<file path="config.mk">
export PLATFORM = sky130hd
export DESIGN_NAME = player_ctrl
export DESIGN_NICKNAME = d
export VERILOG_FILES = /design/src/rtl/player_ctrl.sv
export SDC_FILE = /design/constraint.sdc
export NUM_CORES = 1
export LEC_CHECK = 0
export BUFFER_PORTS_ARGS = -buffer_cell sky130_fd_sc_hd__buf_2
export CORE_MARGIN = 10
export CORE_UTILIZATION = 30
export CTS_BUF_LIST = sky130_fd_sc_hd__clkbuf_8
export DETAILED_ROUTE_END_ITERATION = 8
export GPL_TIMING_DRIVEN = 0
export SYNTH_ARGS = -nofsm -noshare
export SYNTH_HDL_FRONTEND = slang
export SYNTH_SLANG_ARGS = --single-unit
</file>
<file path="constraint.sdc">
create_clock -name clk -period 4.42 [get_ports clk]
set_input_delay 0.884 -clock clk [delete_from_list [all_inputs] [get_ports clk]]
set_output_delay 0.884 -clock clk [all_outputs]
set_load 0.1 [all_outputs]
</file>
<file path="src/rtl/player_ctrl.sv">
// Per-player motion/animation controller: turns joystick and collision levels
// into a frame-synchronous sprite position and sprite index.
module player_ctrl #(
  parameter int START_X     = 32,
  parameter int START_Y     = 32,
  parameter int SPEED       = 2,
  parameter int X_MIN       = 32,
  parameter int X_MAX       = 576,
  parameter int Y_MIN       = 32,
  parameter int Y_MAX       = 416,
  parameter int ANIM_DIV    = 8,
  parameter int DEAD_FRAMES = 60
) (
  input  logic       clk,
  input  logic       reset,
  input  logic       frame_tick,
  input  logic       btn_up,
  input  logic       btn_down,
  input  logic       btn_left,
  input  logic       btn_right,
  input  logic       blk_up,
  input  logic       blk_down,
  input  logic       blk_left,
  input  logic       blk_right,
  input  logic       kill,
  output logic [9:0] playerX,
  output logic [9:0] playerY,
  output logic [2:0] sprite_num,
  output logic       alive
);

  localparam int AW = (ANIM_DIV > 1) ? $clog2(ANIM_DIV) : 1;
  localparam int DW = (DEAD_FRAMES > 1) ? $clog2(DEAD_FRAMES) : 1;

  localparam logic [AW-1:0] ANIM_LAST = AW'(ANIM_DIV - 1);
  localparam logic [DW-1:0] DEAD_LAST = DW'(DEAD_FRAMES - 1);

  localparam logic signed [10:0] SPD   = 11'(SPEED);
  localparam logic signed [10:0] XMIN_S = 11'(X_MIN);
  localparam logic signed [10:0] XMAX_S = 11'(X_MAX);
  localparam logic signed [10:0] YMIN_S = 11'(Y_MIN);
  localparam logic signed [10:0] YMAX_S = 11'(Y_MAX);

  localparam logic [1:0] DIR_DOWN  = 2'd0;
  localparam logic [1:0] DIR_UP    = 2'd1;
  localparam logic [1:0] DIR_LEFT  = 2'd2;
  localparam logic [1:0] DIR_RIGHT = 2'd3;

  typedef enum logic [1:0] {IDLE, WALK, DEAD} state_t;

  state_t        state;
  logic [1:0]    dir;
  logic [AW-1:0] anim_cnt;
  logic          phase;
  logic [DW-1:0] dead_cnt;

  logic                req_valid;
  logic [1:0]          req_dir;
  logic                req_blk;
  logic signed [10:0]  cand_x;
  logic signed [10:0]  cand_y;
  logic [9:0]          new_x;
  logic [9:0]          new_y;
  logic                anim_wrap;
  logic                next_phase;

  // Single-direction request, priority up > down > left > right.
  always_comb begin
    req_valid = 1'b1;
    req_dir   = DIR_DOWN;
    req_blk   = 1'b0;
    if (btn_up) begin
      req_dir = DIR_UP;
      req_blk = blk_up;
    end else if (btn_down) begin
      req_dir = DIR_DOWN;
      req_blk = blk_down;
    end else if (btn_left) begin
      req_dir = DIR_LEFT;
      req_blk = blk_left;
    end else if (btn_right) begin
      req_dir = DIR_RIGHT;
      req_blk = blk_right;
    end else begin
      req_valid = 1'b0;
    end
  end

  // Candidate move at 11 bits signed, then saturated into the clamp window.
  always_comb begin
    cand_x = $signed({1'b0, playerX});
    cand_y = $signed({1'b0, playerY});
    if (!req_blk) begin
      case (req_dir)
        DIR_UP:    cand_y = $signed({1'b0, playerY}) - SPD;
        DIR_DOWN:  cand_y = $signed({1'b0, playerY}) + SPD;
        DIR_LEFT:  cand_x = $signed({1'b0, playerX}) - SPD;
        default:   cand_x = $signed({1'b0, playerX}) + SPD;
      endcase
    end
    if (cand_x < XMIN_S)      new_x = XMIN_S[9:0];
    else if (cand_x > XMAX_S) new_x = XMAX_S[9:0];
    else                      new_x = cand_x[9:0];
    if (cand_y < YMIN_S)      new_y = YMIN_S[9:0];
    else if (cand_y > YMAX_S) new_y = YMAX_S[9:0];
    else                      new_y = cand_y[9:0];
  end

  // Counter and phase are always zero in IDLE, so the first walking tick counts too.
  always_comb begin
    anim_wrap  = (anim_cnt == ANIM_LAST);
    next_phase = phase ^ anim_wrap;
  end

  always_ff @(posedge clk) begin
    if (reset) begin
      state      <= IDLE;
      dir        <= DIR_DOWN;
      anim_cnt   <= '0;
      phase      <= 1'b0;
      dead_cnt   <= '0;
      playerX    <= 10'(START_X);
      playerY    <= 10'(START_Y);
      sprite_num <= 3'd0;
      alive      <= 1'b1;
    end else if (state != DEAD && kill) begin
      state      <= DEAD;
      dead_cnt   <= '0;
      sprite_num <= 3'd6;
      alive      <= 1'b0;
    end else if (frame_tick) begin
      if (state == DEAD) begin
        if (dead_cnt == DEAD_LAST) begin
          state      <= IDLE;
          dir        <= DIR_DOWN;
          anim_cnt   <= '0;
          phase      <= 1'b0;
          dead_cnt   <= '0;
          playerX    <= 10'(START_X);
          playerY    <= 10'(START_Y);
          sprite_num <= 3'd0;
          alive      <= 1'b1;
        end else begin
          dead_cnt <= dead_cnt + 1'b1;
        end
      end else if (req_valid) begin
        state    <= WALK;
        dir      <= req_dir;
        playerX  <= new_x;
        playerY  <= new_y;
        anim_cnt <= anim_wrap ? '0 : anim_cnt + 1'b1;
        phase    <= next_phase;
        sprite_num <= next_phase ? {2'b10, req_dir[1]} : {1'b0, req_dir};
      end else begin
        state      <= IDLE;
        anim_cnt   <= '0;
        phase      <= 1'b0;
        sprite_num <= {1'b0, dir};
      end
    end
  end

endmodule

</file>
==> results.toml, run 1 <==
[power_and_ir_drop]
powerDensity_nw_per_um2 = 270
power_leakage_nw = 1.26
switchingPower_uw = 298
p_total_uw = 871
pwr-share-seq = 0.394
pwr-share-comb = 0.265
clkPwrFrac = 0.341
ir_worst_vdd_v = 0.000121
swShare = 0.342
p_int_uw = 573

[cts]
numCtsBuffers = 5
clk_path_buf_depth = 2
cts.sinks = 36
post_cts_buffers = 0
cts.clk_slew.worst_paths_ns = 0.08
ctsHtreeMaxLevel = 2
ctsResizeCount = 0
postCtsHoldBufs = 0
clock_latency_ns = 0.30
cts_root_buffer = "clkbuf_8"
cts_tree = "yes"

[detailed_routing]
wirelength_um = 7760
vias = 2844
drt_first_pass_iters = 4
drt_iter0_markers = 160
antenna_left = 0
drc_errors = 0
vias_per_cell = 5.58
wl_per_cell_um = 15.2

[sta]
hold_ws_ns = 0.461
period_minus_slack_ns = 4.07
drv_slew = 0
clock.fmax_mhz = 245
setup_tns_ns = 0
slew_headroom = 0.533
tightest_slew_ns = 0.699
finClkSkew_ns = 0.00908
finalCritPeriodShare = 0.922
rsz0062_at_grt = "false"
hold_viol_final = 0
finalSetupViolations = 0
finalWorstSetupSlack_ns = 0.345

[finish]
drive_gt1_frac = 0.175
nets = 423
areaGrowthSynthToFinish_pct = 14.5
fillCellCount = 985
antenna_cells = 0

[global_route]
grt-ovfl-total = 0
grt_pass1_wl_um = 12700
antenna_found_initial = 0
grt_pass1_vias = 2645
grt_max_degree = 13
grt_use_total = 0.112

[yosys]
synthFlopType = "dfxtp_1"
synth_edf_count = 0
synth_fa_ha_area_frac = 0.0604
synth_top_area_cell = "dfxtp_1"
ys_seq_area_frac = 0.256
ys_seq_elements = 36
ys_types = 69
synthMuxAreaShare = 0.0253
synthMostInstantiatedCell = "nand2_1"
synth_top_family_by_area = "simple AND/OR/NAND/NOR gates"
synth_compound_gate_area_share = 0.244
netlist_area_um2 = 2820
synth_xor_area_frac = 0.0493
synth_top_area_frac = 0.256
synth_area_leaders = "dfxtp_1 26%, ha_1 5.3%, nand2_1 5.3%"
yosysWarnings = 0
synth.avg_cell_area_um2 = 7.85
synth.top_cells.by_count = "40 x nand2_1, 36 x dfxtp_1, 30 x nor2_1"
async_flop_share = 0
synthSimpleGateAreaFrac = 0.310
syn_inst = 359

[floorplan]
fp.dieH_um = 117
pin_count = 36
die_w_um = 117
std_cell_rows = 35
initial_core_util = 0.306
die-area_um2 = 13700
core_um2 = 9200

[flow_run]
maxCapViolCount = 0

[place]
dp_hpwl_um = 6040
routabilityCongestion = 0.884
place_ws_ns = 0.0632
portBuffers = 31

[critical_path]
worst-endpoint-arrival_ns = 4.27
critPathTopFamily = "simple AND/OR/NAND/NOR gates"
crit_required_ns = 4.61
critical_path.startpoint_type = "input port"
crit_type = "in2reg"
slowest_stage = "mux2_2"
max_stage_delay_ns = 0.41
crit_fanout = 9
path_cells = "buf_2, nor2_1, nor2_1, or2_2, ha_1, a21o_1, a21o_1, or2_2, a221oi_1, mux2_2, and4b_1, nand2_1, o32ai_1"
endpoint_kind = "register"
crit_buf_inv = 1

[worst_hold_path]
hp-class = "reg2reg"

[status]
status = "complete, no violations"
==> worst paths after layout <==
path | start | endpoint | slack, ns | cells past startpoint
setup / recovery | btn_right | playerY[2] | 0.35 | 13
hold / removal | anim_cnt[2] | anim_cnt[2] | 0.46 | 2
setup reg to reg | playerY[1] | playerY[2] | 1.36 | 10
hold reg to reg | anim_cnt[2] | anim_cnt[2] | 0.46 | 2
==> flip-flops by register name (all words and copies together) (netlist names) <==
register    flops
dead_cnt        6
alive           1
state           2
sprite_num      3
phase           1
playerX         9
dir             2
anim_cnt        3
playerY         9
==> layer usage <==
layer | global-route usage | up-vias | routed length [um]
met5 | 0 | - | 0
met4 | 0.0354 | 0 | 136
met3 | 0.0178 | 11 | 394
met2 | 0.190 | 65 | 3630
met1 | 0.142 | 1357 | 3600
li1 | - | 1411 | -
==> logic make-up (layout without fill, tap and decap cells) <==
family,count (synthesis),count (layout)
AOI/OAI and AO/OA,100,100
xor gates and xnor gates,15,15
DFF,36,36
muxes,7,7
and+or+nand+nor,161,161
other,1,2
buffers and inverters,26,65
adders and majority gates,13,13
==> worst reg2reg max path, delay by kind of cell (launching register included) <==
kind,cells,cell delay (ns)
flops,1,0.44
simple gates,5,1.18
buf+inv,1,0.09
fa+ha+maj,1,0.46
compound gates,3,0.78
==> power by group through the flow <==
stage	Combinational, mW	Sequential [mW]	Clock [mW]
after floorplan	0.141	0.390	0
after global placement	0.227	0.350	0
after detailed placement	0.230	0.351	0
after CTS	0.231	0.343	0.299
after global routing	0.254	0.345	0.313
final	0.231	0.343	0.297
==> cells in the final DEF, fill, tap and decap left out, drive strengths merged, types with 4 or more instances in the layout <==
cell,instances
nand2,40
buf,38
dfxtp,36
nor2,30
a21oi,28
o21ai,24
nand3,17
nor3,16
clkbuf,14
ha,12
inv,9
xnor2,9
nand4,8
o211ai,7
nor4,7
a31oi,7
mux2i,6
xor2,6
o22ai,6
or3,5
a21o,5
or2,4
and2,4
o21a,4
nand3b,4
a211oi,4
nor3b,4
and3,4
==> area by class of cell <==
type	instances	area, um2	area share
plain buffers	16	113	0.0349
multi-input cells	298	1950	0.604
inverters	10	37.5	0.0116
clock buffers	5	68.8	0.0213
flip-flops and latches	36	721	0.223
repair buffers	31	155	0.0481
well taps	111	139	0.0430
clock inverters	3	42.5	0.0132
==> stage by stage <==
stage	std cells	util	area, um2
finish	510	0.351	3230
global route	510	0.351	3230
global placement	502	0.339	3120
detailed placement	502	0.339	3120
CTS	510	0.351	3230
floorplan	360	-	2820
No activity file was read; power rests on OpenSTA's default activity.
==> inputs of run 2 (changes only) <==
PLACE_DENSITY_LB_ADDON = 0.25   (was not set)
clock period = 3.7 ns   (was 4.42 ns; I/O delays follow)
==> run 2 against run 1 <==
Cell count rose by 0.20%. Via count fell by 1.7%. Total power rose by 23%. Flip-flop and latch count did not move. Worst hold slack got worse by 0.0022 ns. Die area did not move. Cell area rose by 1.6%. Register-to-register slack got worse by 0.63 ns. First-iteration DRC count fell by 18%. Utilization rose by 0.57 points. Non-clock buffer count rose by 1. Combinational power rose by 25%. Largest cell class unchanged.
==> results.toml, run 2 (synthesis results as in run 1) <==
[critical_path]
crit_fanout = 9
crit_required_ns = 3.88
path_depth = 11
worstReg2RegStart = "playerX[2]"
r2r_end = "playerX[2]"
critPathTopFamily = "compound AO/OA/AOI/OAI gates"
critical_path.startpoint_type = "input port"
reg2reg_setup_slack_ns = 0.73
crit_end = "playerX[2]"
reg2reg_depth = 10
worst-endpoint-arrival_ns = 3.69
crit_buf_inv = 1
path_cells = "buf_2, nor3b_4, xnor2_1, ha_1, nand4_4, o32ai_1, nand2_1, xor2_1, a31oi_4, a41oi_2, o22ai_1"
slowest_stage = "o32ai_1"
crit_type = "in2reg"
endpoint_kind = "register"
crit_start = "btn_left"
max_stage_delay_ns = 0.47

[floorplan]
pin_count = 36
fp.dieH_um = 117
die-area_um2 = 13700
core_um2 = 9200
die_w_um = 117
std_cell_rows = 35
initial_core_util = 0.306

[sta]
finalCritPeriodShare = 0.949
setup_tns_ns = 0
tightest_slew_ns = 0.813
clock.fmax_mhz = 285
hold_ws_ns = 0.459
drv_slew = 0
finalSetupViolations = 0
finClkSkew_ns = 0.0110
slew_headroom = 0.457
rsz0062_at_grt = "false"
hold_viol_final = 0
period_minus_slack_ns = 3.51

[detailed_routing]
drt_first_pass_iters = 4
drt_iter0_markers = 132
vias_per_cell = 5.47
vias = 2796
antenna_left = 0
drc_errors = 0
wirelength_um = 7950
wl_per_cell_um = 15.6

[cts]
cts.clk_slew.worst_paths_ns = 0.08
cts.sinks = 36
clock_latency_ns = 0.30
clk_path_buf_depth = 2
ctsHtreeMaxLevel = 2
numCtsBuffers = 5
cts_tree = "yes"
cts_root_buffer = "clkbuf_8"

[finish]
antenna_cells = 0
final_core_util = 0.357
layout_commonest_cell = "nand2_1"
areaGrowthSynthToFinish_pct = 16.4
largest_registers = "playerX (9), playerY (9), dead_cnt (6)"
final_cell_count_no_fill = 511
fillCellCount = 1000
design_area_um2 = 3280
drive_gt1_frac = 0.190
final_cell_mix = "40 x nand2_1, 36 x dfxtp_1, 32 x buf_2"
nets = 424

[place]
placed_cells = 502
dp_hpwl_um = 6070
routabilityCongestion = 0.856
placed_cell_area_um2 = 3120
portBuffers = 31

[flow_run]
maxCapViolCount = 0

[worst_hold_path]
hp-class = "reg2reg"

[global_route]
grt_pass1_vias = 2723
grt_use_total = 0.119
grt-ovfl-total = 0
grt_pass1_wl_um = 13200
antenna_found_initial = 0
grt_max_degree = 14

[power_and_ir_drop]
power_leakage_nw = 1.27
powerDensity_nw_per_um2 = 326
ir_worst_vdd_v = 0.000151

[status]
status = "complete, no violations"
==> run 2: cell types whose count changed in the layout (fill, tap and decap cells not counted), sizes merged <==
cell    delta
buf        +1
inv        +1
clkinv     -1
==> run 2: what timing repair did <==
item	CTS	global route
setup buffers	0	1
gates resized for setup	4	6
setup endpoints to repair	8	6
hold buffers	0	0
endpoints found under the hold margin	0	0
==> run 2: report_power, final <==
part | total (mW) | switching (mW) | internal, mW
Clock | 0.370 | 0.167 | 0.203
Sequential | 0.410 | 0.0106 | 0.399
Combinational | 0.289 | 0.197 | 0.0916
==> run 2: metal layers <==
metal,track usage,part of all wire,vias to the layer above
met2,0.198,0.48,56
met5,0,0,-
met1,0.151,0.47,1320
met4,0.0395,0.014,0
met3,0.0209,0.041,8
li1,-,-,1412
==> run 2: stage by stage <==
| stage | worst slack, ns | power, mW |
|---|---|---|
| after floorplan | 0.0390 | 0.634 |
| after global placement | -0.531 | 0.694 |
| after detailed placement | -0.541 | 0.695 |
| after CTS | 0.0937 | 1.08 |
| after global routing | 0.0219 | 1.13 |
| final | 0.190 | 1.07 |
==> run 2: how the worst min path moves through the flow <==
stage / from / end / slack [ns] / cells after the start
after global routing: anim_cnt[1] / anim_cnt[1] / 0.47 / 2
after CTS: anim_cnt[1] / anim_cnt[1] / 0.46 / 2
final: anim_cnt[2] / anim_cnt[2] / 0.46 / 2
after global placement: anim_cnt[2] / anim_cnt[2] / 0.44 / 2
after detailed placement: anim_cnt[1] / anim_cnt[1] / 0.45 / 2
after floorplan: anim_cnt[1] / anim_cnt[1] / 0.44 / 2
==> run 2: area by class of cell <==
cell class / instances / area, um2 / share of cell area
timing repair buffer: 32 / 163 / 0.0496
clock buffer: 5 / 68.8 / 0.0210
multi-input combinational: 298 / 1990 / 0.607
tap: 111 / 139 / 0.0424
sequential: 36 / 721 / 0.220
clock inverter: 3 / 46.3 / 0.0141
buffer: 16 / 113 / 0.0343
inverter: 10 / 37.5 / 0.0114
==> run 2: worst reg2reg max path, cell delays in order, from the launching register on <==
cell and delay [ns]:
dfxtp_1 0.45, inv_1 0.10, xnor2_1 0.16, ha_1 0.27, nand4_4 0.16, o32ai_1 0.47
nand2_1 0.15, xor2_1 0.44, a31oi_4 0.27, a41oi_2 0.29, o22ai_1 0.11
